## src/rtl/mips_cpu_pkg.sv

```systemverilog
// Shared types and constants for the MIPS CPU fetch stage.
//  - RESET_VECTOR_DEFAULT / HALT_ADDRESS_DEFAULT : default PC after reset / halting fetch address
//  - fetch_state_t  : fetch controller states
//  - fetch_bundle_t : {instruction, address+4} pair carried by the skid and output registers
package mips_cpu_pkg;

    localparam int unsigned WORD_W = 32;
    localparam logic [WORD_W-1:0] INSTR_BYTES = WORD_W'(4);

    localparam logic [WORD_W-1:0] RESET_VECTOR_DEFAULT = 32'hBFC0_0000;
    localparam logic [WORD_W-1:0] HALT_ADDRESS_DEFAULT = 32'h0000_0000;

    typedef enum logic [1:0] {
        FETCH_IDLE,
        FETCH_READ,
        FETCH_SKID,
        FETCH_HALTED
    } fetch_state_t;

    typedef struct packed {
        logic [WORD_W-1:0] instr;
        logic [WORD_W-1:0] pc_plus_four;
    } fetch_bundle_t;

    // Sequential instruction address; wraps mod 2^32.
    function automatic logic [WORD_W-1:0] word_increment(input logic [WORD_W-1:0] addr);
        return addr + INSTR_BYTES;
    endfunction

endpackage

```

## src/rtl/program_counter_register.sv

```systemverilog
// Program counter with delay-slot redirect latch.
// Ports:
//  clk, reset                   clock / async active-high reset
//  accept                       current fetch accepted this cycle; pc advances
//  redirect_valid/_target       redirect pulse from decode and its target
//  pc                           current fetch address (registered)
//  pc_plus_four_c               pc + 4 (combinational)
//  pc_accept_next_c             value pc takes if accept is high (combinational)
module program_counter_register
    import mips_cpu_pkg::*;
#(
    parameter logic [WORD_W-1:0] RESET_VECTOR = RESET_VECTOR_DEFAULT
) (
    input  logic              clk,
    input  logic              reset,
    input  logic              accept,
    input  logic              redirect_valid,
    input  logic [WORD_W-1:0] redirect_target,
    output logic [WORD_W-1:0] pc,
    output logic [WORD_W-1:0] pc_plus_four_c,
    output logic [WORD_W-1:0] pc_accept_next_c
);

    logic              redirect_pending;
    logic [WORD_W-1:0] redirect_target_q;

    assign pc_plus_four_c = word_increment(pc);

    // A redirect arriving with the accept is newer than any pending one.
    always_comb begin
        pc_accept_next_c = pc_plus_four_c;
        if (redirect_valid) begin
            pc_accept_next_c = redirect_target;
        end else if (redirect_pending) begin
            pc_accept_next_c = redirect_target_q;
        end
    end

    // The fetch in flight is the delay slot: redirects only take effect once it is accepted.
    always_ff @(posedge clk or posedge reset) begin
        if (reset) begin
            pc                <= RESET_VECTOR;
            redirect_pending  <= 1'b0;
            redirect_target_q <= '0;
        end else if (accept) begin
            pc               <= pc_accept_next_c;
            redirect_pending <= 1'b0;
        end else if (redirect_valid) begin
            redirect_pending  <= 1'b1;
            redirect_target_q <= redirect_target;
        end
    end

endmodule

```

## src/rtl/instruction_fetch_unit.sv

```systemverilog
// Fetch stage of the 5-stage MIPS pipeline.
// Ports:
//  clk, reset                          clock / async active-high reset
//  stall_fetch                         hold the fetch output register this cycle
//  redirect_valid, redirect_target     taken branch/jump from decode (applies after delay slot)
//  imem_address, imem_read             instruction memory read request (address = pc)
//  imem_waitrequest, imem_readdata     memory handshake and returned word
//  instruction_fetch                   instruction to F/D register (0 when invalid)
//  program_counter_plus_four_fetch     address of instruction_fetch + 4
//  fetch_valid                         instruction_fetch holds a real instruction
//  HALT_fetch                          sticky: fetch reached HALT_ADDRESS and drained
module instruction_fetch_unit
    import mips_cpu_pkg::*;
#(
    parameter logic [WORD_W-1:0] RESET_VECTOR = RESET_VECTOR_DEFAULT,
    parameter logic [WORD_W-1:0] HALT_ADDRESS = HALT_ADDRESS_DEFAULT
) (
    input  logic              clk,
    input  logic              reset,
    input  logic              stall_fetch,
    input  logic              redirect_valid,
    input  logic [WORD_W-1:0] redirect_target,
    output logic [WORD_W-1:0] imem_address,
    output logic              imem_read,
    input  logic              imem_waitrequest,
    input  logic [WORD_W-1:0] imem_readdata,
    output logic [WORD_W-1:0] instruction_fetch,
    output logic [WORD_W-1:0] program_counter_plus_four_fetch,
    output logic              fetch_valid,
    output logic              HALT_fetch
);

    fetch_state_t      state;
    fetch_state_t      state_next;

    fetch_bundle_t     out_q;
    fetch_bundle_t     out_d;
    fetch_bundle_t     skid_q;
    fetch_bundle_t     skid_d;
    logic              skid_valid_q;
    logic              skid_valid_d;
    logic              valid_d;
    logic              halt_d;

    logic [WORD_W-1:0] pc;
    logic [WORD_W-1:0] pc_plus_four_c;
    logic [WORD_W-1:0] pc_accept_next_c;

    logic              accept_c;
    logic              out_free_c;
    logic              halt_on_accept_c;
    fetch_bundle_t     fetched_c;

    assign accept_c         = imem_read & ~imem_waitrequest;
    assign out_free_c       = ~stall_fetch | ~fetch_valid;
    assign halt_on_accept_c = (pc_accept_next_c == HALT_ADDRESS);
    assign fetched_c        = '{instr: imem_readdata, pc_plus_four: pc_plus_four_c};

    program_counter_register #(
        .RESET_VECTOR (RESET_VECTOR)
    ) u_pc (
        .clk              (clk),
        .reset            (reset),
        .accept           (accept_c),
        .redirect_valid   (redirect_valid),
        .redirect_target  (redirect_target),
        .pc               (pc),
        .pc_plus_four_c   (pc_plus_four_c),
        .pc_accept_next_c (pc_accept_next_c)
    );

    assign imem_address                    = pc;
    assign instruction_fetch               = out_q.instr;
    assign program_counter_plus_four_fetch = out_q.pc_plus_four;

    // State register.
    always_ff @(posedge clk or posedge reset) begin
        if (reset) begin
            state <= FETCH_IDLE;
        end else begin
            state <= state_next;
        end
    end

    // Next-state logic.
    always_comb begin
        state_next = state;
        case (state)
            FETCH_IDLE: begin
                if (pc == HALT_ADDRESS) begin
                    state_next = FETCH_HALTED;
                end else if (out_free_c) begin
                    state_next = FETCH_READ;
                end
            end
            FETCH_READ: begin
                // Stall in the accept cycle parks the word in the skid.
                if (accept_c) begin
                    if (halt_on_accept_c) begin
                        state_next = FETCH_HALTED;
                    end else if (out_free_c) begin
                        state_next = FETCH_READ;
                    end else begin
                        state_next = FETCH_SKID;
                    end
                end
            end
            FETCH_SKID: begin
                if (!stall_fetch) begin
                    state_next = FETCH_IDLE;
                end
            end
            FETCH_HALTED: begin
                state_next = FETCH_HALTED;
            end
            default: begin
                state_next = FETCH_IDLE;
            end
        endcase
    end

    // Output/skid register next values.
    always_comb begin
        out_d        = out_q;
        valid_d      = fetch_valid;
        skid_d       = skid_q;
        skid_valid_d = skid_valid_q;
        halt_d       = HALT_fetch;
        case (state)
            FETCH_READ: begin
                if (accept_c) begin
                    if (out_free_c) begin
                        out_d   = fetched_c;
                        valid_d = 1'b1;
                    end else begin
                        skid_d       = fetched_c;
                        skid_valid_d = 1'b1;
                    end
                end else if (out_free_c) begin
                    out_d   = '0;
                    valid_d = 1'b0;
                end
            end
            FETCH_SKID: begin
                if (!stall_fetch) begin
                    out_d        = skid_q;
                    valid_d      = 1'b1;
                    skid_valid_d = 1'b0;
                end
            end
            FETCH_HALTED: begin
                // Drain any skid word first; HALT rises with the first empty output.
                if (out_free_c) begin
                    if (skid_valid_q) begin
                        out_d        = skid_q;
                        valid_d      = 1'b1;
                        skid_valid_d = 1'b0;
                    end else begin
                        out_d   = '0;
                        valid_d = 1'b0;
                        halt_d  = 1'b1;
                    end
                end
            end
            default: begin
                if (out_free_c) begin
                    out_d   = '0;
                    valid_d = 1'b0;
                end
            end
        endcase
    end

    // Output, skid and read-request registers.
    always_ff @(posedge clk or posedge reset) begin
        if (reset) begin
            out_q        <= '0;
            fetch_valid  <= 1'b0;
            skid_q       <= '0;
            skid_valid_q <= 1'b0;
            HALT_fetch   <= 1'b0;
            imem_read    <= 1'b0;
        end else begin
            out_q        <= out_d;
            fetch_valid  <= valid_d;
            skid_q       <= skid_d;
            skid_valid_q <= skid_valid_d;
            HALT_fetch   <= halt_d;
            imem_read    <= (state_next == FETCH_READ);
        end
    end

endmodule

```

## config.mk

```make
export PLATFORM = sky130hd
export DESIGN_NAME = instruction_fetch_unit
export DESIGN_NICKNAME = d
export VERILOG_FILES = /design/src/rtl/mips_cpu_pkg.sv /design/src/rtl/program_counter_register.sv /design/src/rtl/instruction_fetch_unit.sv
export SDC_FILE = /design/constraint.sdc
export NUM_CORES = 1
export LEC_CHECK = 0
export CAP_MARGIN = 0
export CORE_AREA = 2 2 159 161
export CTS_BUF_LIST = sky130_fd_sc_hd__clkbuf_8
export CTS_CLUSTER_SIZE = 12
export DETAILED_ROUTE_END_ITERATION = 12
export DIE_AREA = 0 0 161 163
export PLACE_DENSITY = 0.73
export SLEW_MARGIN = 20
export SYNTH_ARGS = -nofsm -noshare
export SYNTH_HDL_FRONTEND = slang
export SYNTH_SLANG_ARGS = --single-unit
```

## constraint.sdc

```tcl
create_clock -name clk -period 9.9 [get_ports clk]
set_clock_uncertainty 0.2 [all_clocks]
set_input_delay 1.485 -clock clk [delete_from_list [all_inputs] [get_ports clk]]
set_output_delay 1.485 -clock clk [all_outputs]
set_load 0.01 [all_outputs]
```

==> results of run 1 <==
sequential cells by signal, indices dropped and copies added (netlist names):
| signal | count |
|---|---|
| u_pc.redirect_pending | 1 |
| skid_q | 64 |
| imem_read | 1 |
| u_pc.redirect_target_q | 32 |
| skid_valid_q | 1 |
| instruction_fetch | 32 |
| program_counter_plus_four_fetch | 32 |
| u_pc.pc | 32 |
| HALT_fetch | 1 |
| state | 2 |
| fetch_valid | 1 |
kinds of logic after synthesis:
group           count (synthesis)  share of synthesized area
mux                            39                     0.0446
flops                         199                      0.516
simple gates                  462                      0.210
xor+xnor                       25                     0.0226
fa+ha+maj                       2                    0.00259
compound gates                259                      0.162
buf+inv                       101                     0.0417
layout make-up:
cell class / instances / area (um^2)
inverter: 15 / 63.8
tap: 330 / 413
clock inverter: 14 / 205
timing repair buffer: 180 / 1800
multi-input combinational: 787 / 4320
fill: 2369 / 12600
sequential: 199 / 4990
clock buffer: 18 / 248
worst register-to-register path, stage by stage (launching register included):
cell and delay, ns:
sky130_fd_sc_hd__dfrtp_1 0.54, sky130_fd_sc_hd__ha_1 0.25, sky130_fd_sc_hd__nand3_1 0.37, sky130_fd_sc_hd__or4_1 0.82, sky130_fd_sc_hd__or4_1 0.59, sky130_fd_sc_hd__xnor2_1 0.22, sky130_fd_sc_hd__a221oi_1 0.48, sky130_fd_sc_hd__nand4b_1 0.17
sky130_fd_sc_hd__or4_1 0.57, sky130_fd_sc_hd__a21oi_1 0.18
path summary, 6_finish.rpt:
kind	start	end	slack, ns
setup reg to reg	u_pc.pc[2]$_DFFE_PP0P_	state[0]$_DFF_PP0_	5.45
setup / recovery	imem_waitrequest	skid_q[17]$_DFFE_PP0P_	4.94
hold reg to reg	skid_q[36]$_DFFE_PP0P_	skid_q[36]$_DFFE_PP0P_	0.29
hold / removal	skid_q[36]$_DFFE_PP0P_	skid_q[36]$_DFFE_PP0P_	0.29
max in group asynchronous	reset	u_pc.redirect_pending$_DFFE_PP0P_	6.58
min in group asynchronous	reset	instruction_fetch[27]$_DFFE_PP0P_	1.37
metal layers:
metal  vias to the layer above  track usage
li1                       3987            -
met1                      3956        0.298
met2                       314        0.323
met3                        41       0.0390
met4                         0       0.0629
met5                         -            0
synthesized netlist by cell type (4+ instances only):
| cell type | instances | area, um^2 |
|---|---|---|
| sky130_fd_sc_hd__a2111oi_0 | 4 | 35.0 |
| sky130_fd_sc_hd__a211oi_1 | 5 | 37.5 |
| sky130_fd_sc_hd__a21oi_1 | 39 | 195 |
| sky130_fd_sc_hd__a22oi_1 | 52 | 390 |
| sky130_fd_sc_hd__and4_1 | 5 | 43.8 |
| sky130_fd_sc_hd__buf_1 | 6 | 22.5 |
| sky130_fd_sc_hd__buf_2 | 12 | 60.1 |
| sky130_fd_sc_hd__clkbuf_1 | 65 | 244 |
| sky130_fd_sc_hd__dfrtp_1 | 190 | 4750 |
| sky130_fd_sc_hd__dfstp_2 | 9 | 236 |
| sky130_fd_sc_hd__inv_1 | 15 | 56.3 |
| sky130_fd_sc_hd__mux2_2 | 33 | 372 |
| sky130_fd_sc_hd__mux2i_1 | 6 | 60.1 |
| sky130_fd_sc_hd__nand2_1 | 306 | 1150 |
| sky130_fd_sc_hd__nand3_1 | 18 | 90.1 |
| sky130_fd_sc_hd__nand4_1 | 15 | 93.8 |
| sky130_fd_sc_hd__nor2_1 | 46 | 173 |
| sky130_fd_sc_hd__nor2b_1 | 5 | 31.3 |
| sky130_fd_sc_hd__nor3_1 | 22 | 110 |
| sky130_fd_sc_hd__nor3b_1 | 4 | 30.0 |
| sky130_fd_sc_hd__nor4_1 | 14 | 87.6 |
| sky130_fd_sc_hd__o21a_1 | 5 | 37.5 |
| sky130_fd_sc_hd__o21ai_0 | 125 | 626 |
| sky130_fd_sc_hd__o31ai_1 | 4 | 30.0 |
| sky130_fd_sc_hd__or4_1 | 7 | 52.6 |
| sky130_fd_sc_hd__xnor2_1 | 17 | 149 |
| sky130_fd_sc_hd__xor2_1 | 8 | 70.1 |
per-stage QoR:
stage                     hold WS [ns]  power [mW]  cell area (um^2)  setup WS, ns  cells
after floorplan                  0.246        1.91              9670          2.80   1087
after detailed placement         0.262        2.42             11500          4.47   1509
after global placement           0.257        2.39             11500          4.54   1509
after CTS                        0.288        3.00             12000          4.98   1541
after global routing             0.313        3.19             12000          4.71   1543
final                            0.287        3.00             12000          4.94   1543
power by group through the flow:
stage | logic (mW) | clock network, mW | registers, mW
3_5_place_dp | 1.05 | 0 | 1.37
4_1_cts | 1.05 | 0.592 | 1.36
3_3_place_gp | 1.03 | 0 | 1.36
2_1_floorplan | 0.611 | 0 | 1.30
5_1_grt | 1.16 | 0.624 | 1.40
6_report | 1.05 | 0.582 | 1.36
==> results.cfg, run 1 <==
[status]
status = finished clean

[detailed_routing]
postRouteWirelength_mm = 26.9
initial_drc_count = 789
routed_via_density = 5.38
met2_length_mm = 12.4
avgRoutedWirePerCell_um = 17.5
drt_pre_antenna_iters = 5
vias = 8298
routed_wl_met3_mm = 1.48
met1_wire_length_mm = 12.5
drt_drc_violations_left = 0
routed.top_layer = met4
antenna_left = 0

[yosys]
synth-edff-count = 0
synth_cell_type_count = 57
sequential_cell_area_fraction_in_the_yosys_report = 0.516
mappedNetlistNets = 1158
synthFlopType = sky130_fd_sc_hd__dfrtp_1
post_synthesis_cell_area_mm2 = 0.00967
synthesis_stage_register_bit_count = 199
synth-async-reset-ratio = 1.00
synthesis.instances = 1087
synth-warning-count = 0
synth_area_per_cell_um2 = 8.90

[placed_design]
portBuffers = 167
place_hpwl_mm = 18.7
gpl.final_weighted_congestion = 0.881

[cts]
cts_made_buffers = 17
clock-sinks = 199
clk_latency_ns = 0.47
maximum_buffer_depth_of_the_clock_tree = 2
cts.repair.resized = 0
clock_h_tree_levels = 4
holdBufCountCts = 0
tritoncts = yes
clk_pin_slew_worst_setup_hold_paths_ns = 0.11
clk_root_buffer_cell = sky130_fd_sc_hd__clkbuf_8
post-cts-setup-buffers = 0

[sta]
finalSetupViolCount = 0
worst_slew_pin_slew_ns = 1.04
fin_crit_sh = 0.501
finalHoldViolations = 0
finalSetupTns_ns = 0
finalCriticalPeriod_ns = 4.96
slew_headroom = 0.307
slew_violations = 0
setup_repair_after_global_routing_missed_its_margin = no
achievable-frequency_ghz = 0.202

[global_route]
grt_usage = 0.208
first_global_vias = 7902
first_pass_grt_wire_length_mm = 43.5
grt_start_max_net_pins = 131
gr-total-overflow = 0
antenna_found_initial = 0

[die]
io-pin-count = 168
die_area_mm2 = 0.0262
number_of_placement_rows = 58
die_height_um = 163
start_util = 0.392
dieWidth_um = 161
core-area_mm2 = 0.0247

[power_and_ir_drop]
power_frac_clock = 0.194
pwr_density_cell_mw_per_mm2 = 249
switching_share = 0.397
share_of_total_power_in_combinational_logic = 0.351
total_leakage_power_nw = 4.99
switching_power_mw = 1.19
worst_ir_drop_vdd_v = 0.000116
power.sequential.fraction = 0.455
internal-power_mw = 1.81

[worst_setup_path]
critical-path-max-stage-delay_ns = 0.95
worstPathCellList = clkdlybuf4s50_1 -> nor2b_2 -> buf_4 -> and3_2 -> nand3_2 -> buf_4 -> mux2_2
start_kind = input port
crit_buf_inv = 3
cpMaxStageDelayCell = sky130_fd_sc_hd__and3_2
crit_cells = 7
timing_worst_setup_path_type = in2reg
maximum_net_fanout_on_the_critical_path = 53
critical-path-top-delay-family = simple AND/OR/NAND/NOR gates
depth_of_the_worst_register_to_register_path = 9
worst_ep_arrival_time_ns = 5.13
critical_path.most_common_cell = sky130_fd_sc_hd__buf_4
worst_setup_ep_type = flop
worst_ep_required_time_ns = 10.07

[flow_run]
cap_violations = 0

[finish]
n_antenna_cell = 0
finalCoreUtilization = 0.488
layout.nets = 1271
layout.cells.most_common_list = sky130_fd_sc_hd__nand2_1 (306), sky130_fd_sc_hd__dfrtp_1 (189), sky130_fd_sc_hd__clkdlybuf4s50_1 (166)
final_layout_size_suffix_gt1_frac = 0.0857
area.growth.synth_to_final_pct = 24.5
layout.cells.most_common = sky130_fd_sc_hd__nand2_1

[min_path]
worstHoldPathType = reg2reg
hold_path_depth = 2
No activity file was read; power rests on OpenSTA's default activity.
==> run 2: changes to the inputs <==
- PLACE_DENSITY: 0.73 -> 0.75
- clock period: 9.9 -> 4.45 ns (I/O delays scaled with it)
==> run 2 against run 1 <==
  * Critical path depth grew 2
  * Total power grew 120%
  * Sequential share of layout area shrank 0.23 points
  * Global-route usage grew 1.1 points
  * Utilization grew 0.26 points
  * Hold slack lost 0.0046 ns
  * Cell area grew 0.54%
  * Cell count grew 0.58%
  * Combinational power grew 130%
  * Largest cell class unchanged
==> results.cfg, run 2 (synthesis results as in run 1) <==
[worst_setup_path]
worst_setup_ep_type = flop
timing.reg2reg.setup_slack_ns = 0.55
critical_path.reg2reg.endpoint = state[0]$_DFF_PP0_
worst_ep_arrival_time_ns = 4.10
worst_ep_required_time_ns = 4.65
depth_of_the_worst_register_to_register_path = 9
reg2reg_from = u_pc.pc[2]$_DFFE_PP0P_
timing_worst_setup_path_type = reg2reg
maximum_net_fanout_on_the_critical_path = 8
startpoint = u_pc.pc[2]$_DFFE_PP0P_
start_kind = flop
endpoint = state[0]$_DFF_PP0_

[power_and_ir_drop]
power_frac_clock = 0.189
pwr_density_cell_mw_per_mm2 = 554
total_leakage_power_nw = 5.02
internal-power_mw = 4.03
power.sequential.fraction = 0.448
share_of_total_power_in_combinational_logic = 0.363
worst_ir_drop_vdd_v = 0.000213
switching_share = 0.399
switching_power_mw = 2.68

[sta]
worst_slew_pin_slew_ns = 0.820
slew_headroom = 0.451
setup_repair_after_global_routing_missed_its_margin = no
finalSetupViolCount = 0
achievable-frequency_ghz = 0.257
finalSetupTns_ns = 0
fin_crit_sh = 0.876
slew_violations = 0
finalCriticalPeriod_ns = 3.90
finalHoldViolations = 0
timing.final.ws_setup_ns = 0.552

[finish]
total_area_of_multi_input_combinational_cells_mm2 = 0.00432
layout.nets = 1280
layout.cells.most_common_list = sky130_fd_sc_hd__nand2_1 (306), sky130_fd_sc_hd__dfrtp_1 (190), sky130_fd_sc_hd__clkdlybuf4s50_1 (166)
regMostFlops = skid_q
sequential_cell_area_mm2 = 0.00499
n_antenna_cell = 0
area.growth.synth_to_final_pct = 25.1
final_layout_size_suffix_gt1_frac = 0.0917
number_of_flip_flops_in_the_largest_register = 64
layout.cells.most_common = sky130_fd_sc_hd__nand2_1
number_of_fill_cells_in_the_layout = 2299

[die]
die_height_um = 163
core-area_mm2 = 0.0247
dieWidth_um = 161
die_area_mm2 = 0.0262
start_util = 0.392
number_of_placement_rows = 58
io-pin-count = 168

[cts]
clock_h_tree_levels = 4
tritoncts = yes
post-cts-setup-buffers = 0
clk_pin_slew_worst_setup_hold_paths_ns = 0.12
holdBufCountCts = 0
cts_made_buffers = 17
clk_latency_ns = 0.49
clock-sinks = 199
maximum_buffer_depth_of_the_clock_tree = 2
cts.repair.resized = 0
clk_root_buffer_cell = sky130_fd_sc_hd__clkbuf_8

[global_route]
antenna_found_initial = 0
first_pass_grt_wire_length_mm = 45.1
grt_usage = 0.219
gr-total-overflow = 0
grt_start_max_net_pins = 72
grt.met3_usage = 0.0369
use_met1 = 0.319
first_global_vias = 7881
gr-usage-met2 = 0.338
grt_busiest_layer = met2

[detailed_routing]
antenna_left = 0
drt_drc_violations_left = 0
postRouteWirelength_mm = 28.3
routed_via_density = 5.40
avgRoutedWirePerCell_um = 18.2
initial_drc_count = 937
drt_pre_antenna_iters = 7
vias = 8381

[min_path]
worstHoldPathType = reg2reg
timing.hold.worst.start = skid_q[53]$_DFFE_PP0P_

[placed_design]
place_hpwl_mm = 19.7
gpl.final_weighted_congestion = 0.938
post_place_worst_slack_ns = 0.649
portBuffers = 167

[flow_run]
cap_violations = 0

[status]
status = finished clean
## run 2: cell types whose count changed in the layout (fill, tap and decap cells not counted), sizes merged
cell,delta
clkinv,+1
buf,+9
inv,-4
clkinvlp,+3
## run 2: metal layers
layer | up-vias | part of all wire
met4 | 0 | 0.021
met2 | 295 | 0.46
li1 | 4004 | -
met3 | 47 | 0.063
met1 | 4035 | 0.46
met5 | - | 0
## run 2: worst max-delay path, stage by stage, from the launching register on
cell and delay, ns:
sky130_fd_sc_hd__dfrtp_1 0.50, sky130_fd_sc_hd__ha_1 0.22, sky130_fd_sc_hd__nand3_1 0.14, sky130_fd_sc_hd__or4_1 0.71, sky130_fd_sc_hd__or4_1 0.58, sky130_fd_sc_hd__xnor2_1 0.18
sky130_fd_sc_hd__a221oi_1 0.42, sky130_fd_sc_hd__nand4b_1 0.15, sky130_fd_sc_hd__or4_1 0.54, sky130_fd_sc_hd__a21oi_1 0.16
## run 2: area by class of cell
class,count,share of cell area
clock buffers,18,0.0205
clock inverters,14,0.0157
inverters,15,0.00496
multi-input cells,787,0.357
flip-flops and latches,199,0.412
well taps,330,0.0341
repair buffers,189,0.156
## run 2: how the worst min path moves through the flow
stage                     depth (start not counted)                endpoint
after global placement                            2  skid_q[60]$_DFFE_PP0P_
final                                             2  skid_q[53]$_DFFE_PP0P_
after global routing                              2  skid_q[53]$_DFFE_PP0P_
after CTS                                         2  skid_q[53]$_DFFE_PP0P_
after detailed placement                          2  skid_q[55]$_DFFE_PP0P_
after floorplan                                   2  skid_q[32]$_DFFE_PP0P_
## run 2: power by group through the flow
| stage | sequential [mW] | clock [mW] | combinational (mW) |
|---|---|---|---|
| after floorplan | 2.89 | 0 | 1.36 |
| after global placement | 2.99 | 0 | 2.41 |
| after detailed placement | 3.03 | 0 | 2.43 |
| after CTS | 2.99 | 1.29 | 2.45 |
| after global routing | 3.09 | 1.37 | 2.67 |
| final | 3.01 | 1.27 | 2.43 |
## run 2: through the flow
step	utilization	area (um^2)	cells	hold slack, ns	power, mW
floorplan	-	9670	1087	0.246	4.25
global placement	0.473	11700	1520	0.257	5.39
detailed placement	0.473	11700	1520	0.262	5.46
CTS	0.490	12100	1552	0.288	6.72
global route	0.490	12100	1552	0.309	7.13
finish	0.490	12100	1552	0.282	6.70
